File: src/rtl/memctrl_pkg.sv
// Shared definitions for the data-memory access controller:
// FSM encoding, internal RAM window and default timeout.
package memctrl_pkg;

    typedef enum logic [1:0] {
        IDLE     = 2'd0,
        EXT_WAIT = 2'd1,
        EXT_DONE = 2'd2,
        EXT_ERR  = 2'd3
    } state_t;

    localparam logic [31:0] INT_RAM_BASE  = 32'h0000_2B10;
    localparam logic [31:0] INT_RAM_LIMIT = 32'h0000_2F0F;

    localparam int DEF_TIMEOUT_CYCLES = 64;

endpackage

File: src/rtl/mem_timeout_cnt.sv
// Wait-cycle counter for external accesses; expired is raised
// on the LIMIT-th enabled cycle after a clear.
module mem_timeout_cnt #(
    parameter int LIMIT = 64
) (
    input  logic clk,
    input  logic rst,
    input  logic i_clr,
    input  logic i_en,
    output logic o_expired
);

    localparam int CW = $clog2(LIMIT + 1);

    logic [CW-1:0] r_cnt;

    always_ff @(posedge clk) begin
        if (rst || i_clr) begin
            r_cnt <= '0;
        end else if (i_en) begin
            r_cnt <= r_cnt + 1'b1;
        end
    end

    assign o_expired = i_en && (r_cnt == CW'(LIMIT - 1));

endmodule

File: src/rtl/ext_mem_access_ctrl.sv
// Internal/external data-memory access controller with CPU stall.
// Define MEMCTRL_TIMEOUT_EN to enable the ext_ack timeout (bus_err).
module ext_mem_access_ctrl
    import memctrl_pkg::*;
#(
    parameter int ADDR_W         = 32,
    parameter int DATA_W         = 32,
    parameter int TIMEOUT_CYCLES = DEF_TIMEOUT_CYCLES
) (
    input  logic              clk,
    input  logic              rst,
    input  logic [ADDR_W-1:0] addr,
    input  logic              cs,
    input  logic              mem_rd,
    input  logic              mem_wr,
    input  logic [DATA_W-1:0] wdata,
    input  logic [DATA_W-1:0] int_rdata,
    output logic              int_we,
    output logic              ext_req,
    output logic              ext_we,
    output logic [ADDR_W-1:0] ext_addr,
    output logic [DATA_W-1:0] ext_wdata,
    input  logic [DATA_W-1:0] ext_rdata,
    input  logic              ext_ack,
    output logic [DATA_W-1:0] cpu_rdata,
    output logic              stall,
    output logic              bus_err
);

    if (TIMEOUT_CYCLES < 1) begin : g_bad_timeout
        $error("TIMEOUT_CYCLES must be at least 1");
    end

    state_t            r_state;
    state_t            w_next;
    logic              r_req;
    logic              r_we;
    logic [ADDR_W-1:0] r_addr;
    logic [DATA_W-1:0] r_wdata;
    logic [DATA_W-1:0] r_rdata;
    logic              w_acc;
    logic              w_start;
    logic              w_ack_ok;
    logic              w_to;
    logic              w_expired;

    assign w_acc = mem_rd | mem_wr;

`ifdef MEMCTRL_TIMEOUT_EN
    mem_timeout_cnt #(
        .LIMIT(TIMEOUT_CYCLES)
    ) u_timeout (
        .clk      (clk),
        .rst      (rst),
        .i_clr    (w_start),
        .i_en     (r_state == EXT_WAIT),
        .o_expired(w_expired)
    );
    assign bus_err = (r_state == EXT_ERR);
`else
    assign w_expired = 1'b0;
    assign bus_err   = 1'b0;
`endif

    always_ff @(posedge clk) begin
        if (rst) begin
            r_state <= IDLE;
            r_req   <= 1'b0;
            r_we    <= 1'b0;
            r_addr  <= '0;
            r_wdata <= '0;
            r_rdata <= '0;
        end else begin
            r_state <= w_next;
            if (w_start) begin
                r_addr  <= addr;
                r_wdata <= wdata;
                r_we    <= mem_wr;
                r_req   <= 1'b1;
            end
            // A write (including rd+wr) never updates the load buffer.
            if (w_ack_ok) begin
                r_req <= 1'b0;
                if (!r_we) begin
                    r_rdata <= ext_rdata;
                end
            end
            if (w_to) begin
                r_req <= 1'b0;
            end
        end
    end

    always_comb begin
        w_next    = r_state;
        w_start   = 1'b0;
        w_ack_ok  = 1'b0;
        w_to      = 1'b0;
        int_we    = 1'b0;
        stall     = 1'b0;
        cpu_rdata = cs ? r_rdata : int_rdata;
        unique case (r_state)
            IDLE: begin
                int_we = mem_wr & ~cs;
                if (w_acc && cs) begin
                    stall   = 1'b1;
                    w_start = 1'b1;
                    w_next  = EXT_WAIT;
                end
            end
            EXT_WAIT: begin
                stall = 1'b1;
                if (ext_ack) begin
                    w_ack_ok = 1'b1;
                    w_next   = EXT_DONE;
                end else if (w_expired) begin
                    w_to   = 1'b1;
                    w_next = EXT_ERR;
                end
            end
            EXT_DONE: begin
                w_next = IDLE;
            end
            EXT_ERR: begin
                cpu_rdata = '0;
                w_next    = IDLE;
            end
        endcase
    end

    assign ext_req   = r_req;
    assign ext_we    = r_we;
    assign ext_addr  = r_addr;
    assign ext_wdata = r_wdata;

endmodule

File: config.mk
export PLATFORM = sky130hd
export DESIGN_NAME = ext_mem_access_ctrl
export DESIGN_NICKNAME = d
export VERILOG_FILES = /design/src/rtl/memctrl_pkg.sv /design/src/rtl/mem_timeout_cnt.sv /design/src/rtl/ext_mem_access_ctrl.sv
export SDC_FILE = /design/constraint.sdc
export NUM_CORES = 1
export LEC_CHECK = 0
export CAP_MARGIN = 20
export CORE_UTILIZATION = 37
export DETAILED_ROUTE_END_ITERATION = 10
export PLACE_DENSITY = 0.8
export SKIP_CTS_REPAIR_TIMING = 1
export SLEW_MARGIN = 20
export SYNTH_ARGS = -nofsm -noshare
export SYNTH_HDL_FRONTEND = slang
export SYNTH_SLANG_ARGS = --single-unit
File: constraint.sdc
create_clock -name clk -period 2.2 [get_ports clk]
set_input_delay 0.66 -clock clk [delete_from_list [all_inputs] [get_ports clk]]
set_output_delay 0.66 -clock clk [all_outputs]
set_load 0.01 [all_outputs]
-- After elaboration in Yosys (flattened, before gate mapping)
Cells that the tools add are included.
- logic and storage cells: 32
- output and inout port bits: 101
- bits of input ports: 134
- bits in registers: 100
- equal/unequal tests: 5
- reductions and logical operators: 6
- bitwise gates (word level): 4
- muxes and demuxes: 11
- operators by type and width (operator ; count):
    two-way mux 32 bit ; 2
    one-hot mux 2 bit (3 select lines) ; 1
    two-way mux 1 bit ; 5
    equality test 2 bit, second input constant ; 2
    two-way mux 2 bit ; 2
    inequality test 2 bit, second input constant ; 2
    AND reduction 2 bit ; 2
    OR reduction 2 bit ; 2
    equality test 2 x 1 -> 1 bit, second input constant ; 1
    logical NOT 2 bit ; 1
    inverter 1 bit ; 2
    one-hot mux 1 bit (2 select lines) ; 1
    bitwise AND 1 bit ; 1
    logical AND 1 bit ; 1
    OR 1 bit ; 1

-- Depth between registers and ports, before layout
Gate-level depths: netlist of the first run.
- depth in word-level cells: 4
- mapped depth: 7
- gate-level depth less buffers: 3

-- Worst setup path before layout of the first run
Ideal clock, no wire load.
- kind: input-to-output
- from: in cs
- to: out stall
- data required time: 1.540 ns
- path buffers: 3
- stages: 6
- arrival: 1.589 ns
- slack: -0.049 ns
- cells stage by stage: buf_4 > nor3b_4 > o21a_1 > buf_2 > buf_8 > or2_1
- longest elaborated chain between the ends: 3
- ends and longest elaborated chain (what ; line ; text):
    start, declared ; ext_mem_access_ctrl.sv:13 ; input logic cs,
    logical AND 1 bit ; ext_mem_access_ctrl.sv:105 ; if (w_acc && cs) begin
    two-way mux 1 bit ; ext_mem_access_ctrl.sv:105 ;
    one-hot mux 1 bit (2 select lines) ; ext_mem_access_ctrl.sv:102 ; unique case (r_state)
    end, declared ; ext_mem_access_ctrl.sv:26 ; output logic stall,
No other way between the ends.

-- Worst setup path in the final report of the first run
- from: in cs
- to: out cpu_rdata[17]
- longest elaborated chain between the ends: 2
- ends and longest elaborated chain (what ; line ; text):
    two-way mux 32 bit ; ext_mem_access_ctrl.sv:101 ; cpu_rdata = cs ? r_rdata : int_rdata;
    two-way mux 32 bit ; ext_mem_access_ctrl.sv:102 ;
    end, declared ; ext_mem_access_ctrl.sv:25 ; output logic [DATA_W-1:0] cpu_rdata,
No other way between the ends.

==> flow_summary.ini, run 1 <==
[synth]
synth_top_area_share = 0.427
synthCells = 514
seq_area_frac_synth = 0.427
synth_warnings = 0
synth_top_cell_by_area = dfxtp_1
ys_types = 22
avgSynthCellArea_um2 = 9.12
syn_area_um2 = 4690
syn-num-nets = 648
ys_ff_latch = 100
synth.top_cells.by_area = dfxtp_1, mux2i_1, nand2b_1

[final_layout]
stdcell_count = 905
drive_above_1_share = 0.0570
multiInputGateArea_um2 = 2440
fill_cells = 1018
fin_nets = 866
area_delta_synth_final_pct = 61.7
seq_area_um2 = 2000
diodes = 0

[sta]
fmax_ghz = 0.463
slew_viol_final = 0
finalCritPeriodShare = 0.981
setup_tns_ns = 0
finalSetupViolCount = 0
timing.final.hold_violations = 0
fin_crit_ns = 2.16
fin_skew_ns = 0.00853

[power]
p_leak_nw = 3.36
switching_share = 0.231
pwr-share-seq = 0.421
power.share.clock = 0.374
ir_drop_v = 0.000419
p_comb_frac = 0.205
cellPowerDensity_nw_per_um2 = 618
internal_power_mw = 3.60
switching_power_mw = 1.08

[clock_tree]
cts-root-buf = clkbuf_16
cts_max_path_buffers = 2
cts_tree = built
cts_made_buffers = 9
path_clk_slew_ns = 0.06
clkLatencyLatePin_ns = 0.34
cts-htree-levels = 3
cts_num_sinks = 100

[global_routing]
grt_pass1_wl_mm = 19.7
grt_max_degree = 101
grt_pass1_vias = 4188
met1_usage = 0.210
top_usage_layer = met2
grt_util_met3 = 0.0672
grt-ovfl-total = 0
grt_antenna_before_repair = 0
gr-usage-met2 = 0.336
grt_usage = 0.192

[drt]
drt_iter0_drc = 170
vias = 4149
wl_per_cell_um = 14.0
remaining_drc_errors = 0
firstDrtPassIters = 4
drt.antenna.violating_nets = 0
avgViaCountPerCell = 4.58
wl_mm = 12.7

[placed_design]
place_hpwl_mm = 9.34
port_buffers = 233
placed_cells = 889
place.gp.congestion = 0.753

[worst_setup_path]
cp.arrival_ns = 1.50
max_stage_delay_ns = 0.21
cp-start-kind = input pin
slowest_stage = mux2i_1
required_ns = 1.54
cp_max_fo = 22
critical_path.cell_chain = buf_2, buf_12, mux2i_1, nor2_1, dlymetal6s2s_1
worst_setup_path_end_kind = primary output
critical_path_class = in2out

[die]
initial_core_util = 0.385
die_width_um = 115
ioPinCount = 235
die_y_um = 115
rows = 40
core-area_um2 = 12200
die-area_um2 = 13100

[min_path]
worstHoldPathType = reg2reg

[status]
status = completed

[job]
max_cap_violations = 0
[critical path, delay by kind of cell]
family	cells	cell delay, ns
simple gates	1	0.06
mux	1	0.21
buf+inv	3	0.54
[placed cells by master (no fill, tap or decap), types with 2 or more instances in the layout]
cell type        synthesis  layout
clkinv_2                 0       2
buf_12                   4       4
dlymetal6s2s_1           0      35
clkbuf_16                0       9
a21oi_1                 35      35
dfxtp_1                100     100
nor2_1                  33      33
clkdlybuf4s50_1          0     195
mux2i_1                 96      95
buf_4                    4      13
nand2_1                 66      66
clkbuf_8                 0       3
nand2b_1               129     129
bufinv_16                0       2
[cell families (layout without fill, tap and decap cells)]
| kind of cell | count (synthesis) | count (layout) | share of synthesized area |
|---|---|---|---|
| buffers and inverters | 43 | 266 | 0.0566 |
| and+or+nand+nor | 235 | 235 | 0.266 |
| other | 1 | 1 | 0.000800 |
| muxes | 96 | 96 | 0.205 |
| AOI/OAI and AO/OA | 39 | 39 | 0.0438 |
| DFF | 100 | 100 | 0.427 |
[registers in the layout, summed over array words and instances (netlist names)]
name,flops
ext_req,1
ext_wdata,32
ext_addr,32
r_rdata,32
r_state,2
ext_we,1
[cell type report]
class                           count  area share
Timing Repair Buffer              250       0.342
Clock inverter                      4     0.00925
Clock buffer                       12      0.0352
Sequential cell                   100       0.264
Multi-Input combinational cell    371       0.322
Tap cell                          168      0.0277
[metal layers]
metal  up-vias  part of all wire
met5         -                 0
met3        20             0.091
met2       160              0.49
met4         0             0.022
li1       2096                 -
met1      1873              0.40
[power groups by stage]
stage               logic, mW  registers [mW]  clock network (mW)
global placement        0.959            2.01                   0
global route             1.03            1.99                1.89
finish                  0.960            1.97                1.75
detailed placement      0.977            2.01                   0
floorplan               0.399            2.04                   0
CTS                     0.982            1.97                1.80
[cells in the mapped netlist, drive strengths merged]
cell,instances
mux2i,96
o21a,2
clkbuf,24
dfxtp,100
and2,1
nor4b,1
buf,19
or2,1
a21bo,1
nor3b,1
a21oi,35
nor2,33
nand4bb,1
conb,1
nor2b,1
and4bb,1
nand2,66
o21ai,1
nand2b,129
[per-stage QoR]
step / total power [mW] / utilization / hold WS (ns) / setup slack [ns] / cell area, µm²
after floorplan: 2.44 / - / 0.436 / 0.00721 / 4690
after global placement: 2.97 / 0.587 / 0.443 / -0.489 / 7140
after detailed placement: 2.99 / 0.587 / 0.449 / -0.515 / 7140
after CTS: 4.76 / 0.615 / 0.458 / -0.525 / 7480
after global routing: 4.90 / 0.623 / 0.482 / -0.0198 / 7580
final: 4.68 / 0.623 / 0.458 / 0.0411 / 7580
[final timing paths]
check                    from  slack [ns]  depth (start not counted)            end
setup reg to reg   r_state[1]        0.26                          5   ext_wdata[1]
hold reg to reg   r_rdata[31]        0.46                          2    r_rdata[31]
hold / removal    r_rdata[31]        0.46                          2    r_rdata[31]
setup / recovery           cs        0.04                          5  cpu_rdata[17]
Power figures use the tool's default switching activity.
==> run 2: changes to the inputs <==
--- a/config.mk
+++ b/config.mk
@@ -8,6 +8,7 @@
 export CAP_MARGIN = 20
 export CORE_UTILIZATION = 37
 export DETAILED_ROUTE_END_ITERATION = 10
+export GPL_TIMING_DRIVEN = 0
 export PLACE_DENSITY = 0.8
 export SKIP_CTS_REPAIR_TIMING = 1
 export SLEW_MARGIN = 20
==> run 2 against run 1 <==
Wire length increased by 7.3%. Maximum frequency fell by 8.1%. Core utilization grew 0.22 points. Total power is 5.4% lower. The flow now finishes with violations (negative setup slack). Via count up 3.0%. Cell area increased by 0.35%. Highest routed layer unchanged. First-iteration DRC count shrank 10%. Setup slack worse by 0.19 ns. Sequential share of layout area fell by 0.058 points. Non-clock buffer count increased by 23.
==> flow_summary.ini, run 2 (synthesized netlist as in run 1, its figures left out) <==
[status]
status = complete, but fails checks
violations = negative setup slack

[sta]
finalSetupViolCount = 1
timing.final.hold_violations = 0
finalCritPeriodShare = 1.07
worst_slack_ns = -0.149
fin_skew_ns = 0.00611
fin_crit_ns = 2.35
fmax_ghz = 0.426
slew_viol_final = 0
rsz0062_at_grt = yes
setup_tns_ns = -0.149

[worst_setup_path]
critical_path_class = in2out
max_stage_delay_ns = 0.22
cp-start-kind = input pin
cp_max_fo = 10
crit_start = cs
required_ns = 1.54
cp_top_family = buffers and inverters
cp.arrival_ns = 1.69
r2r_start = r_state[1]
crit_buf_inv = 4
critical_path.cell_chain = buf_8, nor3b_4, o21a_1, buf_6, buf_12, or2_4, buf_4
slowest_stage = or2_4
worst_setup_path_end_kind = primary output

[drt]
firstDrtPassIters = 4
remaining_drc_errors = 0
wl_per_cell_um = 14.7
drt.antenna.violating_nets = 0
vias = 4274
drt_iter0_drc = 153
wl_mm = 13.6
avgViaCountPerCell = 4.61

[global_routing]
grt_pass1_wl_mm = 20.5
grt_max_degree = 15
grt_antenna_before_repair = 0
grt_pass1_vias = 4318
grt_usage = 0.201
grt-ovfl-total = 0

[clock_tree]
cts_max_path_buffers = 2
clkLatencyLatePin_ns = 0.34
cts_num_sinks = 100
cts-root-buf = clkbuf_16
cts_made_buffers = 9
path_clk_slew_ns = 0.06
cts-htree-levels = 3
cts_tree = built

[final_layout]
layout_common_cells = clkdlybuf4s50_1, nand2b_1, dfxtp_1
area_delta_synth_final_pct = 62.2
stdcell_area_um2 = 7600
fin_nets = 889
diodes = 0
fill_cells = 1022
drive_above_1_share = 0.0593
mostFrequentLayoutCell = clkdlybuf4s50_1

[die]
die-area_um2 = 13100
rows = 40
initial_core_util = 0.385
die_y_um = 115
ioPinCount = 235
die_width_um = 115
core-area_um2 = 12200

[power]
ir_drop_v = 0.000309
p_leak_nw = 3.36
cellPowerDensity_nw_per_um2 = 583

[min_path]
min-delay-start = r_rdata[19]
worstHoldPathType = reg2reg

[job]
max_cap_violations = 0

[placed_design]
port_buffers = 231
place_hpwl_mm = 10.4
place.gp.congestion = 0.782
postPlaceCellArea_um2 = 7210
run 2: cell types whose count changed in the layout (fill, tap and decap cells not counted), sizes merged:
cell	change
clkbuf	+23
buf	+2
bufinv	-2
dlymetal6s2s	-1
run 2: power by group:
group	internal [mW]	switching, mW
sequential	1.92	0.0597
combinational	0.619	0.375
clock	0.820	0.642
run 2: path summary, 6_finish.rpt:
| kind | depth (start not counted) | end | slack (ns) |
|---|---|---|---|
| worst max-delay path | 7 | stall | -0.15 |
| worst min-delay path | 2 | r_rdata[19] | 0.46 |
| worst max register to register | 6 | ext_wdata[5] | 0.75 |
| worst min register to register | 2 | r_rdata[19] | 0.46 |
run 2: tightest hold or removal path, cell delays in order (launching register included):
cell	delay [ns]
dfxtp_1	0.31
nand2_1	0.05
a21oi_1	0.05
run 2: cell type report:
class	instances	area, µm²	area share
multi-input combinational	371	2430	0.319
timing repair buffer	231	2390	0.314
sequential	100	2000	0.264
buffer	42	299	0.0393
clock buffer	13	260	0.0342
tap	168	210	0.0276
clock inverter	2	10.0	0.00132
run 2: per-stage QoR:
stage	instances	setup WS, ns	utilization	power [mW]	hold slack [ns]
detailed placement	913	-0.793	0.593	3.02	0.446
CTS	928	-0.801	0.615	4.49	0.454
finish	927	-0.149	0.625	4.43	0.456
global route	927	-0.200	0.625	4.63	0.473
floorplan	514	0.00721	-	2.44	0.436
global placement	913	-0.798	0.593	3.00	0.444
run 2: layer usage:
layer / track usage / vias up / part of all wire
met5: 0 / - / 0
met4: 0.0649 / 0 / 0.011
met3: 0.0725 / 12 / 0.092
met2: 0.374 / 158 / 0.51
met1: 0.207 / 1964 / 0.38
li1: - / 2140 / -
